--- src/rtl/hazard_scoreboard.sv ---
`default_nettype none
// ============================================================================
// Module   : hazard_scoreboard
// Purpose  : In-flight writer queue giving load-use stall, forwarding distance
//            and a saturating stall-cycle counter.
// Revision : 1.0
// ============================================================================
module hazard_scoreboard #(
  parameter int ADDR_W    = 5,
  parameter int DEPTH     = 3,
  parameter int LOAD_DIST = 2,
  parameter int DIST_W    = 2,
  parameter int CNT_W     = 16
) (
  input  logic              clk_i,
  input  logic              rst_i,
  input  logic              issue_i,
  input  logic              kill_i,
  input  logic [ADDR_W-1:0] rd_i,
  input  logic              rd_wen_i,
  input  logic              is_load_i,
  input  logic [ADDR_W-1:0] rs1_i,
  input  logic [ADDR_W-1:0] rs2_i,
  input  logic              rs1_used_i,
  input  logic              rs2_used_i,
  output logic              stall_o,
  output logic [DIST_W-1:0] dist1_o,
  output logic [DIST_W-1:0] dist2_o,
  output logic [CNT_W-1:0]  stall_cnt_o
);

  logic              r_vld [DEPTH];
  logic [ADDR_W-1:0] r_rd  [DEPTH];
  logic              r_ld  [DEPTH];
  logic [CNT_W-1:0]  r_cnt;

  logic              w_haz1, w_haz2, w_stall, w_accept;
  logic [DIST_W-1:0] w_dist1, w_dist2;
  logic              w_src1_ok, w_src2_ok;

  assign w_src1_ok = rs1_used_i && (rs1_i != '0);
  assign w_src2_ok = rs2_used_i && (rs2_i != '0);

  // Scan oldest to youngest so the youngest matching producer overrides.
  always_comb begin
    w_dist1 = '0;
    w_dist2 = '0;
    w_haz1  = 1'b0;
    w_haz2  = 1'b0;
    for (int j = DEPTH - 1; j >= 0; j--) begin
      if (w_src1_ok && r_vld[j] && (r_rd[j] == rs1_i)) begin
        w_dist1 = DIST_W'(j + 1);
        w_haz1  = r_ld[j] && ((j + 1) < LOAD_DIST);
      end
      if (w_src2_ok && r_vld[j] && (r_rd[j] == rs2_i)) begin
        w_dist2 = DIST_W'(j + 1);
        w_haz2  = r_ld[j] && ((j + 1) < LOAD_DIST);
      end
    end
  end

  assign w_stall  = issue_i && !kill_i && (w_haz1 || w_haz2);
  assign w_accept = issue_i && !kill_i && !w_stall && rd_wen_i && (rd_i != '0);

  always_ff @(posedge clk_i) begin
    if (rst_i) begin
      for (int j = 0; j < DEPTH; j++) begin
        r_vld[j] <= 1'b0;
        r_rd[j]  <= '0;
        r_ld[j]  <= 1'b0;
      end
      r_cnt <= '0;
    end else begin
      for (int j = 1; j < DEPTH; j++) begin
        r_vld[j] <= r_vld[j-1];
        r_rd[j]  <= r_rd[j-1];
        r_ld[j]  <= r_ld[j-1];
      end
      r_vld[0] <= w_accept;
      r_rd[0]  <= w_accept ? rd_i : '0;
      r_ld[0]  <= w_accept && is_load_i;
      if (w_stall && (r_cnt != '1)) begin
        r_cnt <= r_cnt + CNT_W'(1);
      end
    end
  end

  assign stall_o     = w_stall;
  assign dist1_o     = w_dist1;
  assign dist2_o     = w_dist2;
  assign stall_cnt_o = r_cnt;

endmodule
`default_nettype wire

--- config.mk ---
export PLATFORM = sky130hd
export DESIGN_NAME = hazard_scoreboard
export DESIGN_NICKNAME = d
export VERILOG_FILES = /design/src/rtl/hazard_scoreboard.sv
export SDC_FILE = /design/constraint.sdc
export NUM_CORES = 1
export LEC_CHECK = 0
export ABC_CLOCK_PERIOD_IN_PS = 3100
export CAP_MARGIN = 20
export CELL_PAD_IN_SITES_DETAIL_PLACEMENT = 1
export CELL_PAD_IN_SITES_GLOBAL_PLACEMENT = 2
export CORE_MARGIN = 5
export CORE_UTILIZATION = 26
export DETAILED_ROUTE_END_ITERATION = 10
export GPL_TIMING_DRIVEN = 0
export PLACE_DENSITY_LB_ADDON = 0.1
export SLEW_MARGIN = 40
export SYNTH_ARGS = -nofsm -noshare
export SYNTH_HDL_FRONTEND = slang
export SYNTH_SLANG_ARGS = --single-unit
--- constraint.sdc ---
create_clock -name clk_i -period 3.1 [get_ports clk_i]
set_input_delay 0.93 -clock clk_i [delete_from_list [all_inputs] [get_ports clk_i]]
set_output_delay 0.93 -clock clk_i [all_outputs]
set_load 0.01 [all_outputs]
==> reports/results.txt, run 1 <==
register area share after synthesis: 0.394
drt first pass iters: 4
synthesized area per cell: 9.21 um^2
PortBufs: 43
initial antenna violation count: 0
kind of critical path: in -> out
endpoints failing setup: 5
Die W: 92.7 um
Post-Synthesis Cells: 193
Ys Warns: 0
Flop pwr share: 0.462
commonest non-fill, non-tap cell in the layout: dfxtp_1
Worst Path Required: 2.17 ns
Antenna Nets Post-Route: 0
max cap viols: 0
area delta synth->final: 42.0%
final setup margin: -0.178 ns
flop and latch count out of synthesis: 35
Final Critical Period: 3.28 ns
met2 usage: 0.194
CP startpoint kind: primary input
I/O pins: 44
Net count, final: 274
Reg clk slew, reported paths: 0.08 ns
Synthesized Nets: 217
hold crit path type: reg -> reg
violated checks: negative setup slack
CTS Buffer Depth: 2
Least-Margin Pin Slew: 0.558 ns
Remaining DRCs: 0
share of layout cells above drive strength 1: 0.179
cts hold-fix bufs: 0
number of distinct library cells after synthesis: 31
total gr overflow: 0
RSZ-0062 raised after global routing: true
diodes inserted: 0
Yosys top cell by area: dfxtp_1
share of the synthesized area in the top cell type: 0.394
chip height: 92.7 um
Num CTS Buffers: 5
Fmax: 305 MHz
Slew Viols, Final: 0
number of global-route vias before repair: 1677
root buffer cell: clkbuf_8
Routed WL: 5350 um
via count: 1620
clock share of power: 0.449
Placed Area: 2310 um^2
post-synthesis cell area: 1780 um^2
gr usage total: 0.131
insertion delay to the later sink of the worst-skew pair: 0.29 ns
largest net degree at the start of global routing: 12
Relative slew margins: 0.628
CTS Sinks: 35
Synth area leaders: dfxtp_1, xor2_1, nor2b_1, or4_1, a21oi_1
GP Congestion: 0.774
Hold Fails Final Rpt: 0
initial core utilization: 0.265
die area: 8590 um^2
switching pwr: 0.224 mW
Pwr Total: 0.985 mW
Placement Rows: 30
Avg WL per Cell: 16.2 um
M3 GR Usage: 0.0341
commonest cells after routing, fill and taps aside: dfxtp_1, clkdlybuf4s50_1, xor2_1
Detail Placement HPWL: 4030 um
CP max FO: 4
Combinational Power Share: 0.089
dpl ws: -1.14 ns
CTS tree: built
core area: 6720 um^2
1st-iter DRT viols: 37
final period utilization: 1.06
GR met1 Demand/Resource: 0.181
static leakage: 0.948 nW
first-pass GRT wire length: 8660 um
Crit. End Element: primary output
crit path DAT: 2.35 ns
Int Power: 0.761 mW
status: finished, violations left
CTS H-tree lvls: 2
VDD IR max: 0.147 mV
Via-to-Cell Ratio: 4.89
Post-Layout Inst Area: 2520 um^2
gr busiest metal: met2
worst clock skew: 0.00359 ns
Net Sw Frac: 0.227
Pwr Density: 390 nW/um^2
-- per-layer routing --
| metal | wire (um) | share of wire |
|---|---|---|
| met5 | 0 | 0 |
| met4 | 105 | 0.020 |
| met3 | 244 | 0.046 |
| met2 | 2250 | 0.42 |
| met1 | 2750 | 0.51 |
-- cell type report --
type                            instances  area, um^2
Sequential cell                        35         701
Inverter                                2        7.51
Fill cell                             758        4190
Timing Repair Buffer                   52         489
Clock inverter                          2        35.0
Multi-Input combinational cell        149        1070
Buffer                                  5        37.5
Tap cell                               80         100
Clock buffer                            6        82.6
-- sequential cells by signal (all words and copies together) (netlist names) --
| register | cells |
|---|---|
| stall_cnt_o | 16 |
| r_rd | 15 |
| r_vld | 3 |
| r_ld | 1 |
-- worst max-delay path, stage by stage --
cell	delay, ns
buf_8	0.10
or4_4	0.55
o21a_1	0.21
buf_6	0.12
nand4_1	0.11
nand2b_4	0.15
nand2b_4	0.05
buf_6	0.11
-- metrics by stage --
stage / std cells / setup TNS (ns) / hold WS [ns] / util
finish: 331 / -0.562 / 0.503 / 0.376
global route: 331 / -0.780 / 0.518 / 0.376
CTS: 330 / -0.614 / 0.502 / 0.372
detailed placement: 316 / -12.88 / 0.486 / 0.344
global placement: 316 / -13.19 / 0.479 / 0.344
floorplan: 193 / 0 / 0.445 / -
-- power groups by stage --
stage               Clock, mW  Combinational, mW  Sequential, mW
floorplan                   0             0.0284           0.465
global placement            0             0.0763           0.466
finish                  0.442             0.0872           0.455
global route            0.483             0.0937           0.456
detailed placement          0             0.0760           0.466
CTS                     0.461             0.0842           0.455
-- repair_timing --
| item | in CTS | in global routing |
|---|---|---|
| pin swaps | 7 | 5 |
| buffers inserted | 7 | 2 |
| gates resized for setup | 77 | 6 |
| endpoints found under the setup margin | 21 | 5 |
-- synth_stat cells --
| cell type | instances |
|---|---|
| o2111a_1 | 1 |
| buf_2 | 1 |
| or3_1 | 7 |
| dfxtp_1 | 35 |
| nor2_1 | 7 |
| o21a_1 | 2 |
| o21ai_1 | 6 |
| inv_1 | 2 |
| buf_6 | 2 |
| nand2b_1 | 5 |
| mux2i_1 | 1 |
| and4_1 | 3 |
| a21oi_1 | 13 |
| nand3_1 | 3 |
| mux2_4 | 1 |
| clkbuf_1 | 3 |
| o221ai_4 | 1 |
| nand2_1 | 7 |
| xor2_1 | 26 |
| nand4_1 | 10 |
| o21ai_0 | 3 |
| and2_1 | 8 |
| nor2b_1 | 16 |
| buf_8 | 1 |
| nor4_1 | 7 |
| xnor2_1 | 6 |
| nor3_1 | 1 |
| ha_1 | 1 |
| o211ai_1 | 1 |
| or4_1 | 9 |
| o31ai_1 | 4 |
-- path summary, 6_finish.rpt --
path	startpoint	end	slack [ns]	cells past startpoint
max	rs2_i[2]	dist2_o[0]	-0.18	8
min	r_vld[0][0]	r_vld[0][1]	0.50	1
min reg2reg	r_vld[0][0]	r_vld[0][1]	0.50	1
max reg2reg	r_rd[0][4]	stall_cnt_o[10]	0.78	8
-- cells by family (layout without fill, tap and decap cells) --
logic type / after synthesis / in the layout / synth area share
simple gates: 83 / 83 / 0.280
xor+xnor: 32 / 32 / 0.158
buf+inv: 9 / 67 / 0.0345
mux: 2 / 2 / 0.0141
compound gates: 31 / 31 / 0.113
fa+ha+maj: 1 / 1 / 0.00704
flops: 35 / 35 / 0.394
No activity file was read; power rests on OpenSTA's default activity.
==> run 2, diff against run 1 <==
--- a/config.mk
+++ b/config.mk
@@ -5,12 +5,13 @@
 export SDC_FILE = /design/constraint.sdc
 export NUM_CORES = 1
 export LEC_CHECK = 0
+export ABC_AREA = 1
 export ABC_CLOCK_PERIOD_IN_PS = 3100
 export CAP_MARGIN = 20
 export CELL_PAD_IN_SITES_DETAIL_PLACEMENT = 1
 export CELL_PAD_IN_SITES_GLOBAL_PLACEMENT = 2
 export CORE_MARGIN = 5
-export CORE_UTILIZATION = 26
+export CORE_UTILIZATION = 25
 export DETAILED_ROUTE_END_ITERATION = 10
 export GPL_TIMING_DRIVEN = 0
 export PLACE_DENSITY_LB_ADDON = 0.1
==> reports/results.txt, run 2 <==
status: completed
first-pass GRT wire length: 12500 um (+44%)
CTS tree: built
1st-iter DRT viols: 79 (+110%)
Combinational Power Share: 0.097 (+0.008)
Slew Viols, Final: 0 (unchanged)
Synthesized Nets: 388 (+79%)
most instantiated library cell after synthesis: nand2_1
endpoints failing setup: 0 (-5)
Filler cells: 1139 (+50%)
r2r startpoint: stall_cnt_o[0]
Pwr Density: 353 nW/um^2 (-9.4%)
Net Sw Frac: 0.242 (+0.0146)
total gr overflow: 0 (unchanged)
area delta synth->final: 33.2%
diodes inserted: 0 (unchanged)
R2R cell count: 9 (+1)
switching pwr: 0.260 mW (+16%)
Int Power: 0.815 mW (+7.1%)
reg-to-reg setup timing slack: 1.22 ns (+0.44 ns)
Fmax: 333 MHz (+9.1%)
flop and latch count out of synthesis: 35 (unchanged)
VDD IR max: 0.136 mV (-7.5%)
CP startpoint kind: primary input
register area share after synthesis: 0.307 (-0.0874)
share of the synthesized area in the top cell type: 0.307 (-0.0874)
drt first pass iters: 4 (unchanged)
number of distinct library cells after synthesis: 29 (-6.5%)
I/O pins: 44 (unchanged)
Hold Fails Final Rpt: 0 (unchanged)
Reg clk slew, reported paths: 0.09 ns (about the same)
Avg WL per Cell: 14.1 um (-13%)
gr usage total: 0.139 (+0.00802)
Post-synth top cells: nand2_1, inv_1, nor2_1, dfxtp_1, nand4_1
Synth area leaders: dfxtp_1, nand2_1, inv_1, nor2_1, nand3_2
Num CTS Buffers: 5 (unchanged)
Hold Crit Depth: 2 (+1)
CTS Sinks: 35 (unchanged)
CTS Buffer Depth: 2 (unchanged)
Placement Rows: 34 (+13%)
initial core utilization: 0.259 (-0.00517)
Yosys top cell by area: dfxtp_1
Antenna Nets Post-Route: 0 (unchanged)
commonest cells after routing, fill and taps aside: nand2_1, inv_1, nor2_1
static leakage: 1.36 nW (+43%)
Pwr Total: 1.07 mW (+9.2%)
cts hold-fix bufs: 0 (unchanged)
chip height: 106 um (+14%)
PortBufs: 43 (unchanged)
Worst Path Required: 2.17 ns (about the same)
insertion delay to the later sink of the worst-skew pair: 0.30 ns (about the same)
Detail Placement HPWL: 5740 um (+42%)
CP max FO: 4 (unchanged)
Die W: 106 um (+14%)
kind of critical path: in -> out
clock share of power: 0.479 (+0.030)
root buffer cell: clkbuf_8
Hold Path Sink: r_rd[0][14]
Remaining DRCs: 0 (unchanged)
die area: 11200 um^2 (+30%)
worst clock skew: 0.00730 ns (+0.00371 ns)
largest net degree at the start of global routing: 13 (+1)
Post-Synthesis Cells: 364 (+89%)
Routed WL: 7480 um (+40%)
setup_tns: 0 ns (+0.562 ns)
Least-Margin Pin Slew: 0.614 ns (+0.0568 ns)
Final Critical Period: 3.00 ns (-0.274 ns)
CTS H-tree lvls: 2 (unchanged)
Relative slew margins: 0.590 (-0.0379)
GP Congestion: 0.789 (+1.9%)
RSZ-0062 raised after global routing: false
Ys Warns: 0 (unchanged)
initial antenna violation count: 0 (unchanged)
core area: 8810 um^2 (+31%)
synthesized area per cell: 6.28 um^2 (-32%)
Flop pwr share: 0.424 (-0.038)
Crit. End Element: primary output
Post-synth EDFFs: 0 (unchanged)
max cap viols: 0 (unchanged)
Via-to-Cell Ratio: 4.48 (-8.5%)
crit path DAT: 2.07 ns (-0.28 ns)
Net count, final: 446 (+63%)
hold crit path type: reg -> reg
post-synthesis cell area: 2280 um^2 (+29%)
final setup margin: 0.0965 ns (+0.274 ns)
final period utilization: 0.969 (-0.0884)
reg-to-reg endpoint: stall_cnt_o[13]
Worst Hold Launch: r_rd[0][9]
commonest non-fill, non-tap cell in the layout: nand2_1
dpl ws: -1.03 ns (+0.109 ns)
number of global-route vias before repair: 2508 (+50%)
number of flip-flops in the largest register: 16 (unchanged)
asr flop ratio synth: 0 (unchanged)
share of layout cells above drive strength 1: 0.187 (+0.00748)
Main synth FF type: dfxtp_1
via count: 2379 (+47%)
==> run 2: kinds of logic after synthesis <==
group                      count (synthesis)  synth area share
AOI/OAI and AO/OA                         13            0.0334
xor gates and xnor gates                  14            0.0537
adders and majority gates                  1           0.00548
buffers and inverters                     90             0.160
DFF                                       35             0.307
and+or+nand+nor                          211             0.441
==> run 2: layout make-up <==
class / instances / area [um^2] / area share
multi-input combinational: 239 / 1260 / 0.416
sequential: 35 / 701 / 0.230
timing repair buffer: 51 / 430 / 0.141
inverter: 82 / 310 / 0.102
tap: 108 / 135 / 0.0444
clock buffer: 5 / 68.8 / 0.0226
clock inverter: 3 / 67.6 / 0.0222
buffer: 8 / 65.1 / 0.0214
==> run 2: worst max-delay path, stage by stage <==
cell      delay [ns]
buf_2           0.13
xor2_1          0.16
nor4_2          0.30
nand4_1         0.20
a21boi_2        0.20
buf_2           0.15
==> run 2: worst max path at each step <==
stage / start / slack, ns / to / cells past startpoint
detailed placement: rs2_i[4] / -1.03 / stall_o / 11
global route: rs2_i[4] / 0.008 / dist2_o[1] / 8
finish: rs1_i[4] / 0.1 / dist1_o[1] / 6
floorplan: rs1_i[3] / 0.27 / stall_o / 9
global placement: rs2_i[4] / -1.05 / stall_o / 11
CTS: rs1_i[3] / 0.006 / stall_o / 11
==> run 2: power groups by stage <==
stage	combinational (mW)	sequential, mW	clock (mW)
2_1_floorplan	0.0481	0.464	0
3_3_place_gp	0.103	0.466	0
3_5_place_dp	0.103	0.466	0
4_1_cts	0.106	0.455	0.537
5_1_grt	0.117	0.456	0.557
6_report	0.105	0.455	0.515
==> run 2: through the flow <==
step           cells  utilization  area [um^2]  hold slack [ns]
6_report         531        0.346         3040            0.466
5_1_grt          531        0.346         3040            0.509
4_1_cts          530        0.345         3040            0.465
3_5_place_dp     515        0.324         2850            0.465
3_3_place_gp     515        0.324         2850            0.463
2_1_floorplan    364            -         2280            0.421
==> run 2: metal layers <==
metal,global-route usage,part of all wire
met3,0.0244,0.031
met4,0.0333,0.0098
met2,0.217,0.43
met5,0,0
met1,0.199,0.53
==> run 2: timing repair <==
action,in CTS,in global routing
gates cloned,0,0
pin swaps,15,7
endpoints found under the setup margin,5,2
setup buffers,7,1
gates resized for setup,76,8
